==> src/rtl/spi_request_arbiter_if.sv <==
// Link between spi_request_arbiter (master modport) and the shared SPI master
// (slave modport): load/start strobes, transfer config and the read-back byte.
interface spi_request_arbiter_if;
    logic       m_load;
    logic       m_start;
    logic [7:0] m_data_to_write;
    logic [1:0] m_slave_address;
    logic       m_cpol;
    logic       m_cpha;
    logic [7:0] m_data_read;

    modport master (
        output m_load,
        output m_start,
        output m_data_to_write,
        output m_slave_address,
        output m_cpol,
        output m_cpha,
        input  m_data_read
    );

    modport slave (
        input  m_load,
        input  m_start,
        input  m_data_to_write,
        input  m_slave_address,
        input  m_cpol,
        input  m_cpha,
        output m_data_read
    );
endinterface

==> src/rtl/spi_request_arbiter.sv <==
// Round-robin arbiter sharing one SPI master between N_REQ requesters.
// Define SPI_ARB_FIXED_PRIO_EN to make the lowest-index request always win.
module spi_request_arbiter #(
    parameter int N_REQ       = 3,
    parameter int XFER_CYCLES = 20,
    parameter int GAP_CYCLES  = 2
) (
    input  logic                  clk,
    input  logic                  rst_n,
    input  logic [N_REQ-1:0]      req,
    input  logic [8*N_REQ-1:0]    req_data,
    input  logic [N_REQ-1:0]      req_cpol,
    input  logic [N_REQ-1:0]      req_cpha,
    output logic [N_REQ-1:0]      grant,
    output logic [N_REQ-1:0]      done,
    output logic [7:0]            rdata,
    output logic                  busy,
    spi_request_arbiter_if.master spi
);

    localparam int CNT_MAX = (XFER_CYCLES > GAP_CYCLES) ? XFER_CYCLES
                                                         : GAP_CYCLES;
    localparam int CW = $clog2(CNT_MAX + 1);
    localparam logic [CW-1:0] XFER_LAST = CW'(XFER_CYCLES - 1);
    localparam logic [CW-1:0] GAP_LAST =
        CW'((GAP_CYCLES > 0) ? GAP_CYCLES - 1 : 0);

    typedef enum logic [2:0] {
        S_IDLE,
        S_LOAD,
        S_START,
        S_XFER,
        S_DONE,
        S_GAP
    } state_t;

    state_t           state;
    state_t           state_d;
    logic [CW-1:0]    cnt;
    logic [1:0]       owner;
    logic [1:0]       base;
    logic [1:0]       win;
    logic [7:0]       win_data;
    logic             win_cpol;
    logic             win_cpha;
    logic [7:0]       data_q;
    logic [1:0]       addr_q;
    logic             cpol_q;
    logic             cpha_q;
    logic [7:0]       rdata_q;
    logic [N_REQ-1:0] owner_oh;
    logic             arb_fire;
    logic             xfer_end;
    logic             gap_end;
    logic             owned;

    assign arb_fire = (state == S_IDLE) && (|req);
    assign xfer_end = (state == S_XFER) && (cnt == XFER_LAST);
    assign gap_end  = (state == S_GAP) && (cnt == GAP_LAST);

`ifdef SPI_ARB_FIXED_PRIO_EN
    assign base = 2'd0;
`else
    logic [1:0] ptr;

    always_ff @(posedge clk) begin
        if (!rst_n) begin
            ptr <= 2'd0;
        end else if (state == S_DONE) begin
            ptr <= (owner == 2'(N_REQ - 1)) ? 2'd0 : owner + 2'd1;
        end
    end

    assign base = ptr;
`endif

    // Winner = set request with the smallest distance above base, wrapping.
    always_comb begin
        int best;
        int off;
        best     = N_REQ;
        win      = 2'd0;
        win_data = 8'h00;
        win_cpol = 1'b0;
        win_cpha = 1'b0;
        for (int j = 0; j < N_REQ; j++) begin
            off = (j >= int'(base)) ? j - int'(base)
                                    : j + N_REQ - int'(base);
            if (req[j] && off < best) begin
                best = off;
                win  = 2'(j);
            end
        end
        for (int j = 0; j < N_REQ; j++) begin
            if (win == 2'(j)) begin
                win_data = req_data[8*j +: 8];
                win_cpol = req_cpol[j];
                win_cpha = req_cpha[j];
            end
        end
    end

    always_ff @(posedge clk) begin
        if (!rst_n) begin
            state <= S_IDLE;
        end else begin
            state <= state_d;
        end
    end

    always_comb begin
        state_d = state;
        unique case (state)
            S_IDLE:  if (arb_fire) state_d = S_LOAD;
            S_LOAD:  state_d = S_START;
            S_START: state_d = S_XFER;
            S_XFER:  if (xfer_end) state_d = S_DONE;
            S_DONE:  state_d = (GAP_CYCLES == 0) ? S_IDLE : S_GAP;
            S_GAP:   if (gap_end) state_d = S_IDLE;
            default: state_d = S_IDLE;
        endcase
    end

    always_ff @(posedge clk) begin
        if (!rst_n) begin
            cnt     <= '0;
            owner   <= 2'd0;
            data_q  <= 8'h00;
            addr_q  <= 2'd0;
            cpol_q  <= 1'b0;
            cpha_q  <= 1'b0;
            rdata_q <= 8'h00;
        end else begin
            if (state == S_XFER || state == S_GAP) begin
                cnt <= cnt + 1'b1;
            end else begin
                cnt <= '0;
            end
            if (arb_fire) begin
                owner  <= win;
                data_q <= win_data;
                addr_q <= win;
                cpol_q <= win_cpol;
                cpha_q <= win_cpha;
            end
            // Captured on the last XFER edge so rdata is valid with done.
            if (xfer_end) begin
                rdata_q <= spi.m_data_read;
            end
        end
    end

    always_comb begin
        for (int j = 0; j < N_REQ; j++) begin
            owner_oh[j] = (owner == 2'(j));
        end
    end

    assign owned = (state == S_LOAD) || (state == S_START) ||
                   (state == S_XFER) || (state == S_DONE);

    assign grant = owned ? owner_oh : '0;
    assign done  = (state == S_DONE) ? owner_oh : '0;
    assign rdata = rdata_q;
    assign busy  = (state != S_IDLE);

    assign spi.m_load          = (state == S_LOAD);
    assign spi.m_start         = (state == S_START);
    assign spi.m_data_to_write = data_q;
    assign spi.m_slave_address = addr_q;
    assign spi.m_cpol          = cpol_q;
    assign spi.m_cpha          = cpha_q;

`ifndef SYNTHESIS
    ap_load_start_excl: assert property (
        @(posedge clk) !(spi.m_load && spi.m_start));
    ap_grant_onehot: assert property (
        @(posedge clk) $onehot0(grant));
`endif

endmodule

==> src/flat_wrapper.sv <==
// flat-port wrapper written by rule: the top's interface ports become plain ports
module spi_request_arbiter_flat 
#(
    parameter int N_REQ       = 3,
    parameter int XFER_CYCLES = 20,
    parameter int GAP_CYCLES  = 2
)
  (clk, rst_n, req, req_data, req_cpol, req_cpha, grant, done, rdata, busy, spi_m_load, spi_m_start, spi_m_data_to_write, spi_m_slave_address, spi_m_cpol, spi_m_cpha, spi_m_data_read);
  spi_request_arbiter_if spi_i ();
  input  logic clk;
  input  logic rst_n;
  input  logic [N_REQ-1:0] req;
  input  logic [8*N_REQ-1:0] req_data;
  input  logic [N_REQ-1:0] req_cpol;
  input  logic [N_REQ-1:0] req_cpha;
  output logic [N_REQ-1:0] grant;
  output logic [N_REQ-1:0] done;
  output logic [7:0] rdata;
  output logic busy;
  output wire logic [$bits(spi_i.m_load)-1:0] spi_m_load;
  output wire logic [$bits(spi_i.m_start)-1:0] spi_m_start;
  output wire logic [$bits(spi_i.m_data_to_write)-1:0] spi_m_data_to_write;
  output wire logic [$bits(spi_i.m_slave_address)-1:0] spi_m_slave_address;
  output wire logic [$bits(spi_i.m_cpol)-1:0] spi_m_cpol;
  output wire logic [$bits(spi_i.m_cpha)-1:0] spi_m_cpha;
  input wire logic [$bits(spi_i.m_data_read)-1:0] spi_m_data_read;
  assign spi_m_load = spi_i.m_load;
  assign spi_m_start = spi_i.m_start;
  assign spi_m_data_to_write = spi_i.m_data_to_write;
  assign spi_m_slave_address = spi_i.m_slave_address;
  assign spi_m_cpol = spi_i.m_cpol;
  assign spi_m_cpha = spi_i.m_cpha;
  assign spi_i.m_data_read = spi_m_data_read;
  spi_request_arbiter #(.N_REQ(N_REQ), .XFER_CYCLES(XFER_CYCLES), .GAP_CYCLES(GAP_CYCLES)) u_core (.clk(clk), .rst_n(rst_n), .req(req), .req_data(req_data), .req_cpol(req_cpol), .req_cpha(req_cpha), .grant(grant), .done(done), .rdata(rdata), .busy(busy), .spi(spi_i));
endmodule
==> config.mk <==
export PLATFORM = sky130hd
export DESIGN_NAME = spi_request_arbiter_flat
export DESIGN_NICKNAME = d
export VERILOG_FILES = /design/src/rtl/spi_request_arbiter_if.sv /design/src/rtl/spi_request_arbiter.sv /design/src/flat_wrapper.sv
export SDC_FILE = /design/constraint.sdc
export NUM_CORES = 1
export LEC_CHECK = 0
export ABC_AREA = 1
export CELL_PAD_IN_SITES_DETAIL_PLACEMENT = 0
export CELL_PAD_IN_SITES_GLOBAL_PLACEMENT = 2
export CORE_ASPECT_RATIO = 0.6
export CORE_MARGIN = 3
export CORE_UTILIZATION = 20
export CTS_CLUSTER_DIAMETER = 80
export CTS_CLUSTER_SIZE = 20
export DETAILED_ROUTE_END_ITERATION = 6
export GPL_TIMING_DRIVEN = 0
export PLACE_DENSITY = 0.76
export SETUP_SLACK_MARGIN = 0.15
export SLEW_MARGIN = 25
export SYNTH_ARGS = -nofsm -noshare
export SYNTH_HDL_FRONTEND = slang
export SYNTH_SLANG_ARGS = --single-unit
==> constraint.sdc <==
create_clock -name clk -period 2.7 [get_ports clk]
set_input_delay 0.54 -clock clk [delete_from_list [all_inputs] [get_ports clk]]
set_output_delay 0.54 -clock clk [all_outputs]
set_load 0.01 [all_outputs]
# After elaboration in Yosys (flattened, before gate mapping)

Cells that the tools add are included.

Flip-flop bits (word level): 30
Output and inout port bits: 29
Word-level logic and storage cells: 76

Add/sub/neg operators: 8
Order comparisons: 6
Eq/ne operators: 14
Muxes and demuxes: 23
Reductions and logical operators: 17

Operators by type and width:

| operator                                                                            | number |
|---|---|
| 32-bit 2-to-1 mux                                                                   | 5 |
| 32-bit < comparator                                                                 | 2 |
| 32-bit by 3-bit < comparator with 1-bit output (second input constant)              | 1 |
| 8-bit 2-to-1 mux                                                                    | 3 |
| 3-bit one-hot mux with 6 select lines                                               | 1 |
| 3-bit 2-to-1 mux                                                                    | 5 |
| 3-bit by 2-bit subtractor with 4-bit output (first input constant)                  | 2 |
| 1-bit 2-to-1 mux                                                                    | 7 |
| 3-bit by 2-bit == test with 1-bit output (second input constant)                    | 2 |
| 3-bit == test (second input constant)                                               | 2 |
| 1-bit logical AND                                                                   | 6 |
| 2-bit by 1-bit != test with 1-bit output (second input constant)                    | 3 |
| 1-bit by 2-bit subtractor with 3-bit output (first input constant)                  | 2 |
| 2-bit by 2-bit subtractor with 3-bit output (first input constant)                  | 2 |
| 5-bit by 1-bit adder with 5-bit output (second input constant)                      | 1 |
| 5-bit by 1-bit == test with 1-bit output (second input constant)                    | 1 |
| 5-bit == test (second input constant)                                               | 1 |
| 2-bit by 1-bit == test with 1-bit output (second input constant)                    | 2 |
| 2-bit == test (second input constant)                                               | 2 |
| 1-bit by 2-bit greater-or-equal comparator with 1-bit output (first input constant) | 2 |
| 2-bit zero test                                                                     | 2 |
| 1-bit logical OR                                                                    | 4 |
| 2-bit 2-to-1 mux                                                                    | 2 |
| 3-bit by 1-bit == test with 1-bit output (second input constant)                    | 1 |
| 7 further kinds                                                                     | 7 |

# Logic depth before layout (Yosys ltp)

Word-level depth: 15
Gate-level depth with buffers: 25
Depth with buffers taken out: 24

# Least setup slack after synthesis

OpenSTA, ideal clock, no wires.

Path type: flip-flop to flip-flop
Start point: register u_core.ptr[1] (netlist: u_core.base[1])
End point: register u_core.data_q[3] (netlist: u_core.spi.m_data_to_write[3])
Setup time: 0.117 ns
Arrival: 2.564 ns
Data required time: 2.583 ns
Slack: 0.019 ns
Cell stages (with the launch flop): 23
Buffers on the path: 2
Clock period less this slack: 2.681 ns
Path through: dfxtp_1 inv_1 ha_1 nor2_1 ha_1 nand2_1 nand2_1 nand2_2 inv_1 buf_2 o21ai_0 ha_1 nand2_1 nand2_1 nand2_1 nand2_2 nand2_4 nand2_4 buf_6 nand3_1 nand2_1 nor2_1 nor2_1

Longest elaborated chain between the ends: 15

Ends and longest elaborated chain:

| item                                                                | RTL line                   | text |
|---|---|---|
| start: declaration                                                  | spi_request_arbiter.sv:64  | `logic [1:0] ptr;` |
| start signal: assignment                                            | spi_request_arbiter.sv:70  | `ptr <= (owner == 2'(N_REQ - 1)) ? 2'd0 : owner + 2'd1;` |
| 2-bit by 2-bit subtractor with 3-bit output (tied with other cells) | spi_request_arbiter.sv:88  | `: j + N_REQ - int'(base);` |
| 32-bit 2-to-1 mux                                                   | spi_request_arbiter.sv:87  | `off = (j >= int'(base)) ? j - int'(base)` |
| 32-bit by 3-bit < comparator with 1-bit output                      | spi_request_arbiter.sv:89  | `if (req[j] && off < best) begin` |
| 1-bit logical AND                                                   | spi_request_arbiter.sv:89  |  |
| 32-bit 2-to-1 mux                                                   | spi_request_arbiter.sv:89  |  |
| 32-bit < comparator                                                 | spi_request_arbiter.sv:89  |  |
| 1-bit logical AND                                                   | spi_request_arbiter.sv:89  |  |
| 32-bit 2-to-1 mux                                                   | spi_request_arbiter.sv:89  |  |
| 32-bit < comparator                                                 | spi_request_arbiter.sv:89  |  |
| 1-bit logical AND                                                   | spi_request_arbiter.sv:89  |  |
| 2-bit 2-to-1 mux (*)                                                | spi_request_arbiter.sv:89  |  |
| 2-bit zero test                                                     | spi_request_arbiter.sv:95  | `if (win == 2'(j)) begin` |
| 8-bit 2-to-1 mux (2 in series)                                      | spi_request_arbiter.sv:95  |  |
| 8-bit 2-to-1 mux (*)                                                | spi_request_arbiter.sv:95  |  |
| end signal: assignment                                              | spi_request_arbiter.sv:141 | `data_q <= win_data;` |
| end: declaration                                                    | spi_request_arbiter.sv:46  | `logic [7:0] data_q;` |

Mark *: on every way between the ends. The rest lies on a longest branch, timed or not.
A chain may end at the register's enable or synchronous reset.

# Worst setup path in the final report

Start point: register u_core.ptr[1] (netlist: u_core.base[1])
End point: register u_core.data_q[7] (netlist: u_core.spi.m_data_to_write[7])

The elaborated chain is that of the path after synthesis.

==> impl_metrics.csv <==
group,metric,value,unit
status,status,"finished clean",
cts,htree_num_levels,2,
worst_setup_path,reg2reg_depth,25,
cts,clkSinkCount,30,
worst_setup_path,crit_fanout,6,
finish,final_layout_size_suffix_gt1_share,22.2,%
global_route,grt_antenna_before_repair,0,
detailed_routing,wl_per_cell,12.1,um
sta,drv_slew,0,
global_route,grt_max_degree,11,
sta,setup_viol,0,
sta,fmax,383,MHz
finish,ff_latch_area,609,um2
detailed_routing,detail_route.wirelength,5880,um
detailed_routing,drt_iter0_drc,98,
cts,ctsHoldBuffers,0,
die,rows,26,
flow_run,cap_violations,0,
min_path,hold_path_end,"u_core.cnt[0]",
sta,hold_viol,0,
worst_setup_path,crit_type,"register to register",
sta,rsz0062_at_grt,"yes",
placed_design,gp_congestion,0.733,
worst_setup_path,worst_setup_path_end_kind,"register",
global_route,grt.total_usage,12.0,%
worst_setup_path,cpPeakStageDelay,0.36,ns
worst_setup_path,critPathArrivalTime,2.78,ns
global_route,grt-ovfl-total,0,
worst_setup_path,rrSetupSlack,0.09,ns
die,die_w,128,um
min_path,hold_depth,1,
die,pin_count,72,
sta,period_share,96.6,%
synthesis,avgSynthCellArea,6.60,um2
power,p_per_area,625,mW/mm2
detailed_routing,vias,2011,
min_path,hp-start,"u_core.cnt[0]",
global_route,grt_pass1_vias,2081,
worst_setup_path,worst_r2r_endpoint,"u_core.spi.m_data_to_write[7]",
power,leakagePower,0.00148,uW
power,total_power,1990,uW
sta,setup_tns,0,ns
die,die_area,0.0102,mm2
worst_setup_path,reg2reg_from,"u_core.base[1]",
finish,nFillCells,918,
cts,cts-root-buf,"clkbuf_16",
sta,tightest_slew,0.596,ns
cts,clk_latency,0.28,ns
cts,tritoncts,"yes",
finish,nNetsFinal,428,
cts,clkTransAtPathRegs,0.05,ns
detailed_routing,first_pass_iters,4,
synthesis,synth_area,0.00180,mm2
detailed_routing,drc,0,
placed_design,io_buffers,70,
detailed_routing,antenna_left,0,
global_route,grt_pass1_wl,9710,um
worst_setup_path,crit_top_cell,"nand2_1",
die,fp.dieH,79.4,um
detailed_routing,vias_per_cell,4.14,
synthesis,syn_inst,272,
sta,skew,0.00663,ns
synthesis,syn-num-nets,327,
cts,cts_made_buffers,5,
sta,period_needed,2.61,ns
worst_setup_path,critical_path_required,2.87,ns
synthesis,ys_seq_area_share,33.4,%
die,core,0.00862,mm2
synthesis,ys_ff_latch,30,
worst_setup_path,start_kind,"register",
synthesis,yosys_warnings,0,
power,vdd_drop_max,0.264,mV
min_path,hold_path.class,"register to register",
finish,area_growth,77.4,%
synthesis,synthDistinctLibCells,21,
finish,antenna_cells,0,
cts,clockBufferDepth,2,
placed_design,hpwl,4340,um
worst_setup_path,crit_slowest_cell,"dfxtp_4",
die,initial_core_util,20.8,%
sta,slew_headroom,59.8,%
finish,multiInputGateArea,0.00115,mm2
==> metal layers <==
metal	wire, um	up-vias	global-route usage (%)	share of wire (%)
met3	287	8	2.61	4.9
met2	2410	41	18.1	41
met1	3080	896	16.6	52
met4	101	0	4.77	1.7
met5	0	-	0	0
li1	-	1066	-	-
==> sequential cells by signal, indices dropped and copies added, names as in the netlist <==
| name | cells |
|---|---|
| u_core.spi.m_cpha | 1 |
| u_core.state | 3 |
| u_core.base | 2 |
| u_core.spi.m_cpol | 1 |
| u_core.owner | 2 |
| u_core.cnt | 5 |
| u_core.spi.m_data_to_write | 8 |
| u_core.rdata | 8 |
==> Yosys cell counts <==
cell       n  area, um2
ha_1      12        150
xor2_1     2       17.5
buf_2      3       15.0
nand2_2    2       12.5
nand3b_1   1       7.51
xnor2_1    1       8.76
nand2_4    2       22.5
nor3_1     8       40.0
inv_1     38        143
nand3_1   39        195
a211oi_1   1       7.51
a31oi_1    2       12.5
dfxtp_1   30        601
or2_2      6       37.5
a21oi_1    6       30.0
nor2_1    54        203
o21ai_0   18       90.1
o21a_1     3       22.5
nand2_1   39        146
buf_6      2       22.5
clkbuf_1   3       11.3
==> worst max-delay path by stage <==
stage / endpoint / depth (start not counted) / slack, ns / start
final: u_core.spi.m_data_to_write[7] / 25 / 0.09 / u_core.base[1]
after global routing: u_core.spi.m_cpol / 25 / -0.13 / u_core.base[1]
after CTS: u_core.spi.m_data_to_write[7] / 23 / 0.05 / u_core.base[1]
after detailed placement: u_core.spi.m_data_to_write[7] / 25 / -0.78 / req[0]
after global placement: u_core.spi.m_cpol / 24 / -0.82 / req[0]
after floorplan: u_core.spi.m_data_to_write[3] / 24 / 0.16 / u_core.base[0]
==> layout make-up <==
type,instances,share of cell area [%]
tap,112,4.40
clock inverter,1,0.157
timing repair buffer,94,29.1
multi-input combinational,196,36.2
clock buffer,7,4.48
sequential,30,19.1
buffer,8,1.96
inverter,38,4.56
==> worst max-delay path: cells and delay by family (launching register included) <==
kind / cells / cell delay, ns
compound gates: 1 / 0.05
simple gates: 16 / 1.11
buf+inv: 5 / 0.41
fa+ha+maj: 3 / 0.55
flops: 1 / 0.36
==> through the flow <==
| step | worst slack [ns] | instance area, um2 | utilization (%) | hold WS, ns | std cells |
|---|---|---|---|---|---|
| 2_1_floorplan | 0.157 | 1800 | - | 0.434 | 272 |
| 5_1_grt | -0.132 | 3190 | 37.0 | 0.521 | 486 |
| 6_report | 0.0920 | 3190 | 37.0 | 0.472 | 486 |
| 3_3_place_gp | -0.816 | 2640 | 30.6 | 0.454 | 454 |
| 3_5_place_dp | -0.785 | 2640 | 30.6 | 0.462 | 454 |
| 4_1_cts | 0.0532 | 3040 | 35.3 | 0.471 | 484 |
==> cells in the final DEF, fill, tap and decap left out, types with 3 or more instances in the layout <==
cell type	n
nand2_2	8
buf_2	3
clkbuf_16	6
clkdlybuf4s50_1	65
o21ai_0	17
nor3_2	3
nor2_2	3
clkbuf_1	4
nand3_2	11
buf_4	21
nand3_1	28
ha_1	9
inv_2	4
nor3_1	5
dfxtp_1	27
or2_2	6
dlymetal6s2s_1	4
inv_1	33
nor2_1	50
ha_4	3
o21a_1	3
nand2_1	33
a21oi_1	6
==> report_power, final <==
group,total (uW),switching [uW],internal [uW],leakage (uW)
sequential,567,56.3,511,0.000247
combinational,874,436,438,0.00116
clock,551,186,364,0.0000739
==> what timing repair did <==
item / 4_1_cts / 5_1_grt
pin swaps: 16 / 25
buffers inserted: 21 / 1
endpoints found under the setup margin: 17 / 17
gates cloned: 1 / 1
resized for setup: 23 / 31
==> cell families (layout without fill, tap and decap cells) <==
kind of cell / after synthesis / after routing / share of synthesized area, %
AOI/OAI and AO/OA: 30 / 30 / 9.06
xor gates and xnor gates: 3 / 3 / 1.46
adders and majority gates: 12 / 12 / 8.36
buffers and inverters: 46 / 148 / 10.7
DFF: 30 / 30 / 33.4
and+or+nand+nor: 151 / 151 / 37.0
Note: power is estimated with default switching activity, not from simulation.
